--- src/rtl/fl_tx_framer.sv ---
// FrameLink transmitter: turns a (header length, payload length) command plus a plain
// word stream into a two-part FrameLink frame with SOF/SOP/EOP/EOF and DREM.
module fl_tx_framer #(
    parameter int DATA_WIDTH = 32,
    parameter int LEN_WIDTH  = 16
) (
    input  logic                                  CLK,
    input  logic                                  RESET,
    input  logic                                  CMD_VALID,
    output logic                                  CMD_READY,
    input  logic [LEN_WIDTH-1:0]                  CMD_HDR_LEN,
    input  logic [LEN_WIDTH-1:0]                  CMD_PLD_LEN,
    input  logic [DATA_WIDTH-1:0]                 DIN,
    input  logic                                  DIN_VLD,
    output logic                                  DIN_RD,
    output logic [DATA_WIDTH-1:0]                 TX_DATA,
    output logic [$clog2(DATA_WIDTH/8)-1:0]       TX_DREM,
    output logic                                  TX_SOF_N,
    output logic                                  TX_EOF_N,
    output logic                                  TX_SOP_N,
    output logic                                  TX_EOP_N,
    output logic                                  TX_SRC_RDY_N,
    input  logic                                  TX_DST_RDY_N,
    output logic [31:0]                           STAT_FRAMES,
    output logic [1:0]                            DBG_STATE
);

    localparam int BYTES  = DATA_WIDTH / 8;
    localparam int DREM_W = $clog2(BYTES);
    localparam logic [DREM_W-1:0]    DREM_ONE = DREM_W'(1);
    localparam logic [LEN_WIDTH-1:0] LEN_ONE  = LEN_WIDTH'(1);

    // Handshake: a command moves on a rising edge with CMD_VALID=1 and CMD_READY=1;
    // a data word moves when TX_SRC_RDY_N=0 and TX_DST_RDY_N=0, which is exactly DIN_RD=1.

    typedef enum logic [1:0] {
        IDLE = 2'd0,
        HDR  = 2'd1,
        PLD  = 2'd2
    } state_t;

    state_t               state, state_nxt;
    logic [LEN_WIDTH-1:0] hdr_len_q, pld_len_q;
    logic [LEN_WIDTH-1:0] word_idx, word_idx_nxt;
    logic [31:0]          stat_q;
    logic                 stat_inc;

    logic [LEN_WIDTH-1:0] cur_len;
    logic [LEN_WIDTH-1:0] cur_words;
    logic                 first_word, last_word, xfer;

    // Shift plus round-up bit: no intermediate sum, so a maximum length cannot overflow.
    function automatic logic [LEN_WIDTH-1:0] words_of(input logic [LEN_WIDTH-1:0] len);
        words_of = (len >> DREM_W) + {{(LEN_WIDTH-1){1'b0}}, |len[DREM_W-1:0]};
    endfunction

    always_comb begin
        cur_len    = (state == HDR) ? hdr_len_q : pld_len_q;
        cur_words  = words_of(cur_len);
        first_word = (word_idx == '0);
        last_word  = (word_idx == cur_words - LEN_ONE);
    end

    always_comb begin
        state_nxt    = state;
        word_idx_nxt = word_idx;
        stat_inc     = 1'b0;
        xfer         = 1'b0;
        CMD_READY    = 1'b0;
        DIN_RD       = 1'b0;
        TX_SRC_RDY_N = 1'b1;
        TX_SOF_N     = 1'b1;
        TX_EOF_N     = 1'b1;
        TX_SOP_N     = 1'b1;
        TX_EOP_N     = 1'b1;
        TX_DREM      = '1;
        if (!RESET) begin
            case (state)
                IDLE: begin
                    CMD_READY = 1'b1;
                    if (CMD_VALID && CMD_PLD_LEN != '0) begin
                        state_nxt    = (CMD_HDR_LEN != '0) ? HDR : PLD;
                        word_idx_nxt = '0;
                    end
                end
                HDR, PLD: begin
                    if (DIN_VLD) begin
                        TX_SRC_RDY_N = 1'b0;
                        TX_SOP_N     = !first_word;
                        TX_EOP_N     = !last_word;
                        TX_SOF_N     = !(first_word && (state == HDR || hdr_len_q == '0));
                        TX_EOF_N     = !(last_word && state == PLD);
                        if (last_word)
                            TX_DREM = cur_len[DREM_W-1:0] - DREM_ONE;
                    end
                    xfer   = DIN_VLD && !TX_DST_RDY_N;
                    DIN_RD = xfer;
                    if (xfer) begin
                        if (last_word) begin
                            word_idx_nxt = '0;
                            if (state == HDR) begin
                                state_nxt = PLD;
                            end else begin
                                state_nxt = IDLE;
                                stat_inc  = 1'b1;
                            end
                        end else begin
                            word_idx_nxt = word_idx + LEN_ONE;
                        end
                    end
                end
                default: state_nxt = IDLE;
            endcase
        end
    end

    always_ff @(posedge CLK) begin
        if (RESET) begin
            state     <= IDLE;
            word_idx  <= '0;
            hdr_len_q <= '0;
            pld_len_q <= '0;
            stat_q    <= '0;
        end else begin
            state    <= state_nxt;
            word_idx <= word_idx_nxt;
            if (CMD_VALID && CMD_READY) begin
                hdr_len_q <= CMD_HDR_LEN;
                pld_len_q <= CMD_PLD_LEN;
            end
            if (stat_inc)
                stat_q <= stat_q + 32'd1;
        end
    end

    assign TX_DATA     = DIN;
    assign STAT_FRAMES = stat_q;
    assign DBG_STATE   = state;

endmodule

--- config.mk ---
export PLATFORM = sky130hd
export DESIGN_NAME = fl_tx_framer
export DESIGN_NICKNAME = d
export VERILOG_FILES = /design/src/rtl/fl_tx_framer.sv
export SDC_FILE = /design/constraint.sdc
export NUM_CORES = 1
export LEC_CHECK = 0
export BUFFER_PORTS_ARGS = -buffer_cell sky130_fd_sc_hd__clkbuf_2
export CAP_MARGIN = 25
export CELL_PAD_IN_SITES_DETAIL_PLACEMENT = 1
export CELL_PAD_IN_SITES_GLOBAL_PLACEMENT = 1
export CORE_ASPECT_RATIO = 0.75
export CORE_MARGIN = 2
export CORE_UTILIZATION = 32
export DETAILED_ROUTE_END_ITERATION = 16
export PLACE_DENSITY = 0.66
export SLEW_MARGIN = 40
export SYNTH_ARGS = -nofsm -noshare
export SYNTH_HDL_FRONTEND = slang
export SYNTH_SLANG_ARGS = --single-unit
--- constraint.sdc ---
create_clock -name CLK -period 4.8 [get_ports CLK]
set_clock_uncertainty 0.2 [all_clocks]
set_input_delay 0.96 -clock CLK [delete_from_list [all_inputs] [get_ports CLK]]
set_output_delay 0.96 -clock CLK [all_outputs]
set_load 0.005 [all_outputs]
After elaboration in Yosys (flattened, before gate mapping)
Cells that the tools add are included.

storage, ports and cells
  bits in registers = 82
  logic and storage cells = 76
  bits of input ports = 69
  output and inout bits = 75

cells by class
  equal/unequal tests = 6
  reduce and logical (&&, ||, !) cells = 21
  add/sub/neg operators = 5
  muxes and demuxes = 39

operator list
  cell                                                                   count
  16-bit 2-to-1 mux                                                      4
  32-bit by 1-bit adder with 32-bit output, second input constant        1
  16-bit zero test                                                       2
  16-bit case mux with 2 select lines                                    1
  16-bit nonzero test                                                    2
  1-bit 2-to-1 mux                                                       24
  2-bit 2-to-1 mux                                                       9
  16-bit by 1-bit adder with 16-bit output, second input constant        1
  16-bit equality test                                                   1
  15-bit by 1-bit subtractor with 16-bit output, second input constant   1
  14-bit by 1-bit adder with 15-bit output                               1
  2-bit inequality test, second input constant                           3
  3-bit AND reduction                                                    2
  1-bit logical AND                                                      5
  1-bit zero test                                                        5
  2-bit case mux with 2 select lines                                     1
  2-bit OR reduction                                                     2
  2-bit by 1-bit equality test with 1-bit output, second input constant  1
  2-bit equality test, second input constant                             1
  2-bit zero test                                                        1
  2-bit nonzero test                                                     1
  2-bit by 1-bit subtractor with 2-bit output, second input constant     1
  1-bit logical OR                                                       1

Logic depth before layout (Yosys ltp)
  word-level depth = 11
  mapped depth = 17
  depth with buffers taken out = 13

Least setup slack after synthesis
Ideal clock, no wire load.

  kind = register -> output
  from = register state[1] (netlist: DBG_STATE[1])
  to = output port TX_DREM[1]
  buffers on the path = 3
  arrival = 3.322 ns
  setup slack = 0.318 ns
  stages on the path, launching flop included = 16
  required time = 3.640 ns
  path through = dfxtp_1 > inv_1 > ha_1 > buf_6 > buf_6 > buf_6 > mux2i_1 > ha_1 > ha_1 > and4bb_1 > or3b_1 > a211oi_1 > a41o_1 > nand4_1 > nor4_1 > nand2_1

on the way
  word-level cells in the longest chain between the ends = 10
  elaborated cells between the ends (all ways) = 13
  those cells by class = add/sub (3); eq/ne (3); mux (5); reduce/logical (2)

ends and longest elaborated chain
  item                                            line    source
  from (decl)                                     42      state_t state, state_nxt;
  from (signal assigned)                          125     state <= state_nxt;
  2-bit by 1-bit equality test with 1-bit output  58, 78
  16-bit 2-to-1 mux                               58      cur_len = (state == HDR) ? hdr_len_q : pld_len_q;
  2-bit OR reduction                              54      words_of = (len >> DREM_W) + {{(LEN_WIDTH-1){1'b0}}, |len[DREM_W-1:0]};
  14-bit by 1-bit adder with 15-bit output        54
  15-bit by 1-bit subtractor with 16-bit output   61      last_word = (word_idx == cur_words - LEN_ONE);
  16-bit equality test                            61
  2-bit 2-to-1 mux                                93      if (last_word)
  2-bit 2-to-1 mux                                87      if (DIN_VLD) begin
  2-bit 2-to-1 mux (*)                            78      case (state)
  2-bit 2-to-1 mux (*)                            77      if (!RESET) begin
  to (decl)                                       17      output logic [$clog2(DATA_WIDTH/8)-1:0] TX_DREM,

Mark *: on every way between the ends. The rest lies on a longest branch, timed or not.

Worst setup path in the final report
  from = register state[1] (netlist: DBG_STATE[1])
  to = output port TX_EOF_N

on the way
  word-level cells in the longest chain between the ends = 11
  elaborated cells between the ends (all ways) = 13
  those cells by class = add/sub (2); eq/ne (3); mux (4); reduce/logical (4)

ends and longest elaborated chain
  item                                            line    source
  2-bit by 1-bit equality test with 1-bit output  58, 78
  16-bit 2-to-1 mux                               58
  2-bit OR reduction                              54
  14-bit by 1-bit adder with 15-bit output        54
  15-bit by 1-bit subtractor with 16-bit output   61
  16-bit equality test                            61
  1-bit logical AND                               92      TX_EOF_N = !(last_word && state == PLD);
  1-bit zero test                                 92
  1-bit 2-to-1 mux                                87
  1-bit 2-to-1 mux (*)                            78
  1-bit 2-to-1 mux (*)                            77
  to (decl)                                       19      output logic TX_EOF_N,

Marks and branches as above.

==> metrics.md <==
| Metric | Value |
|---|---|
| Status | finished, final reports clean |
| Max Clock Freq | 0.218 GHz |
| Reg power frac | 27.3% |
| Post-synth net total | 740 |
| Post-synthesis xor/xnor area fraction | 5.05% |
| Row cnt | 42 |
| Critical Path Slowest Stage Cell | or3b_1 |
| Cells after Synth | 662 |
| Total wire length | 16,400 um |
| Slew headroom | 46.4% |
| CTS tree | yes |
| Clk Latency, worst-skew pair | 0.35 ns |
| Syn Area/Cell | 8.64 um2 |
| Number of global-route vias before repair | 5,091 |
| Clk buf depth | 2 |
| Largest family of logic cells by synthesized area | simple AND/OR/NAND/NOR gates |
| Yosys cell types | 56 |
| DRT antenna net count | 0 |
| Final Hold Fails | 0 |
| Avg WL per Cell | 17.5 um |
| Maxcap violations | 0 |
| Yosys reg bits | 82 |
| Synth top area cells | dfxtp_1, nor4_2, mux2_1 |
| Area share of the largest cell type after synthesis | 28.7% |
| Critical Path AT | 3.43 ns |
| Crit Path Max Fanout | 5 |
| Total power | 0.00302 W |
| Top-count cell post-synth | nand2_1 |
| Post-Layout Inst Area | 6420 um2 |
| WS Path Type | flip-flop to output port |
| Pint | 0.00167 W |
| Tightest Pin Transition | 0.805 ns |
| PortBufs | 79 |
| Mapped cell area | 5720 um2 |
| Crit-path cells | inv_1 -> ha_4 -> mux2i_2 -> ha_1 -> ha_1 -> and4bb_2 -> or3b_1 -> a211oi_2 -> a41o_1 -> nand4_1 -> nor4_2 -> buf_4 -> nand2_1 -> clkbuf_2 |
| CP top delay family | simple AND/OR/NAND/NOR gates |
| Drt first pass iters | 4 |
| HPWL after detailed placement | 12,100 um |
| Die area | 19,000 um2 |
| CP startpoint kind | flip-flop |
| Die height | 120 um |
| Setup violations, final | 0 |
| Synth Area in Adders | 1.97% |
| Total track usage | 18.1% |
| Num ports | 144 |
| CTS H-Tree Depth | 3 |
| Reg clk slew, reported paths | 0.06 ns |
| Initial antenna violation count | 0 |
| Share of cells above drive strength 1 | 24.7% |
| Logic gate share of total power | 50.3% |
| Iteration-0 DRC Markers | 304 |
| Asr flop ratio synth | 0% |
| DRC violations left | 0 |
| Via/cell ratio | 5.26 |
| Die Width | 158 um |
| Hold_buf cts | 0 |
| Final net count | 770 |
| Register area share after synthesis | 28.7% |
| Clk sinks | 82 |
| First-pass GRT wire length | 27,200 um |
| PD cells | 470 nW/um2 |
| Switching Share | 44.7% |
| Slew Viols, Final | 0 |
| Post-synthesis compound-gate area fraction | 5.82% |
| Fin crit share | 95.7% |
| Core Footprint | 17,600 um2 |
| Setup tns final | 0 ns |
| Peak supply drop | 0.341 mV |
| Area delta synth->final | 12.2% |
| Crit-path max cell delay | 0.42 ns |
| Post-synth EDFFs | 0 |
| Placement Cell Area | 6040 um2 |
| Static leakage | 2.51 nW |
| Synth warn | 0 |
| Largest net degree at the start of global routing | 93 |
| Top_reg_cell synth | dfxtp_1 |
| WP data required | 3.64 ns |
| Tmin final | 4.59 ns |
| ANT cells | 0 |
| Clk root buf | clkbuf_16 |
| Critical path buffer and inverter count | 3 |
| Critical Path End Type | output port |
| Cell taking the most area after synthesis | dfxtp_1 |
| Clock network fraction of design power | 22.4% |
| Initial Util | 32.6% |
| Most used cell, CP | ha_1 |
| Grt ovf | 0 |
| Post-Synth Simple-Gate Area | 39.5% |
| P_sw | 0.00135 W |
| Via count | 4,939 |
| CTS buffer count | 9 |
| Placer Congestion | 0.813 |
| Hold Crit Class | flip-flop to flip-flop |
| Most frequent cells after synthesis | nand2_1, dfxtp_1, nor2_1, buf_4, nand3b_1 |
| Post-synthesis mux area share | 10.0% |
## worst reg2reg max path, stage by stage (launching register included)
cell	delay (ns)
dfxtp_2	0.37
inv_1	0.09
ha_4	0.20
mux2i_2	0.16
ha_1	0.21
ha_1	0.22
and4bb_2	0.29
or3b_1	0.42
a211oi_2	0.24
a41o_1	0.16
nand3_2	0.42
buf_12	0.36
nor4_2	0.27
mux2_1	0.35
## final timing paths
kind	depth (start not counted)	slack, ns	start	end
worst max-delay path	14	0.21	DBG_STATE[1]	TX_EOF_N
worst min-delay path	2	0.29	pld_len_q[2]	pld_len_q[2]
worst max register to register	13	0.73	DBG_STATE[1]	STAT_FRAMES[31]
worst min register to register	2	0.29	pld_len_q[2]	pld_len_q[2]
## per-layer routing
| metal | share of wire [%] | vias up | global-route usage, % |
|---|---|---|---|
| li1 | - | 2393 | - |
| met1 | 48 | 2458 | 25.0 |
| met2 | 47 | 68 | 28.8 |
| met3 | 3.8 | 20 | 4.37 |
| met4 | 0.85 | 0 | 3.38 |
| met5 | 0 | - | 0 |
## repair_timing
action                     in CTS  in global routing
setup endpoints to repair       4                  4
setup buffers                   1                  3
resized for setup               2                 12
pin swaps                       1                  1
gates cloned                    0                  0
hold endpoints to repair        0                  0
## final cells by class
cell class              count  area, um2
flip-flops and latches     82       1640
fillers                  2104      11100
repair buffers             94        528
clock buffers              14        274
multi-input cells         496       3630
clock inverters             2       10.0
well taps                 242        303
inverters                   9       33.8
## power groups by stage
| stage | Sequential, W | Combinational [W] | Clock [W] |
|---|---|---|---|
| finish | 0.000825 | 0.00152 | 0.000676 |
| floorplan | 0.000807 | 0.00119 | 0 |
| detailed placement | 0.000834 | 0.00143 | 0 |
| global route | 0.000835 | 0.00164 | 0.000720 |
| CTS | 0.000820 | 0.00146 | 0.000691 |
| global placement | 0.000832 | 0.00139 | 0 |
## flip-flops by register name, indices dropped and copies added, names as in the netlist
name and count:
STAT_FRAMES 32, word_idx 16, pld_len_q 16, DBG_STATE 2, hdr_len_q 16
## cells in the final DEF, fill, tap and decap left out, drive strengths merged, types with 18 or more instances in the layout
cell type	count
xnor2	21
nor3	19
nand3b	34
nand4	21
nor2	50
dfxtp	82
and3	18
mux2i	20
nand2	84
nor4	44
mux2	33
clkbuf	92
nand3	22
nor2b	32
## metrics by stage
step / setup slack [ns] / hold slack (ns) / instances / util [%]
finish: 0.206 / 0.289 / 939 / 36.6
global route: -0.0293 / 0.321 / 939 / 36.6
CTS: 0.000507 / 0.297 / 936 / 36.2
detailed placement: 0.309 / 0.283 / 919 / 34.4
global placement: 0.481 / 0.278 / 919 / 34.4
floorplan: 0.318 / 0.249 / 662 / -
## cells by family after synthesis
family          after synthesis
buf+inv                      84
xor+xnor                     33
flops                        82
mux                          53
simple gates                361
fa+ha+maj                     9
compound gates               40
(Power assumes the default switching activity.)
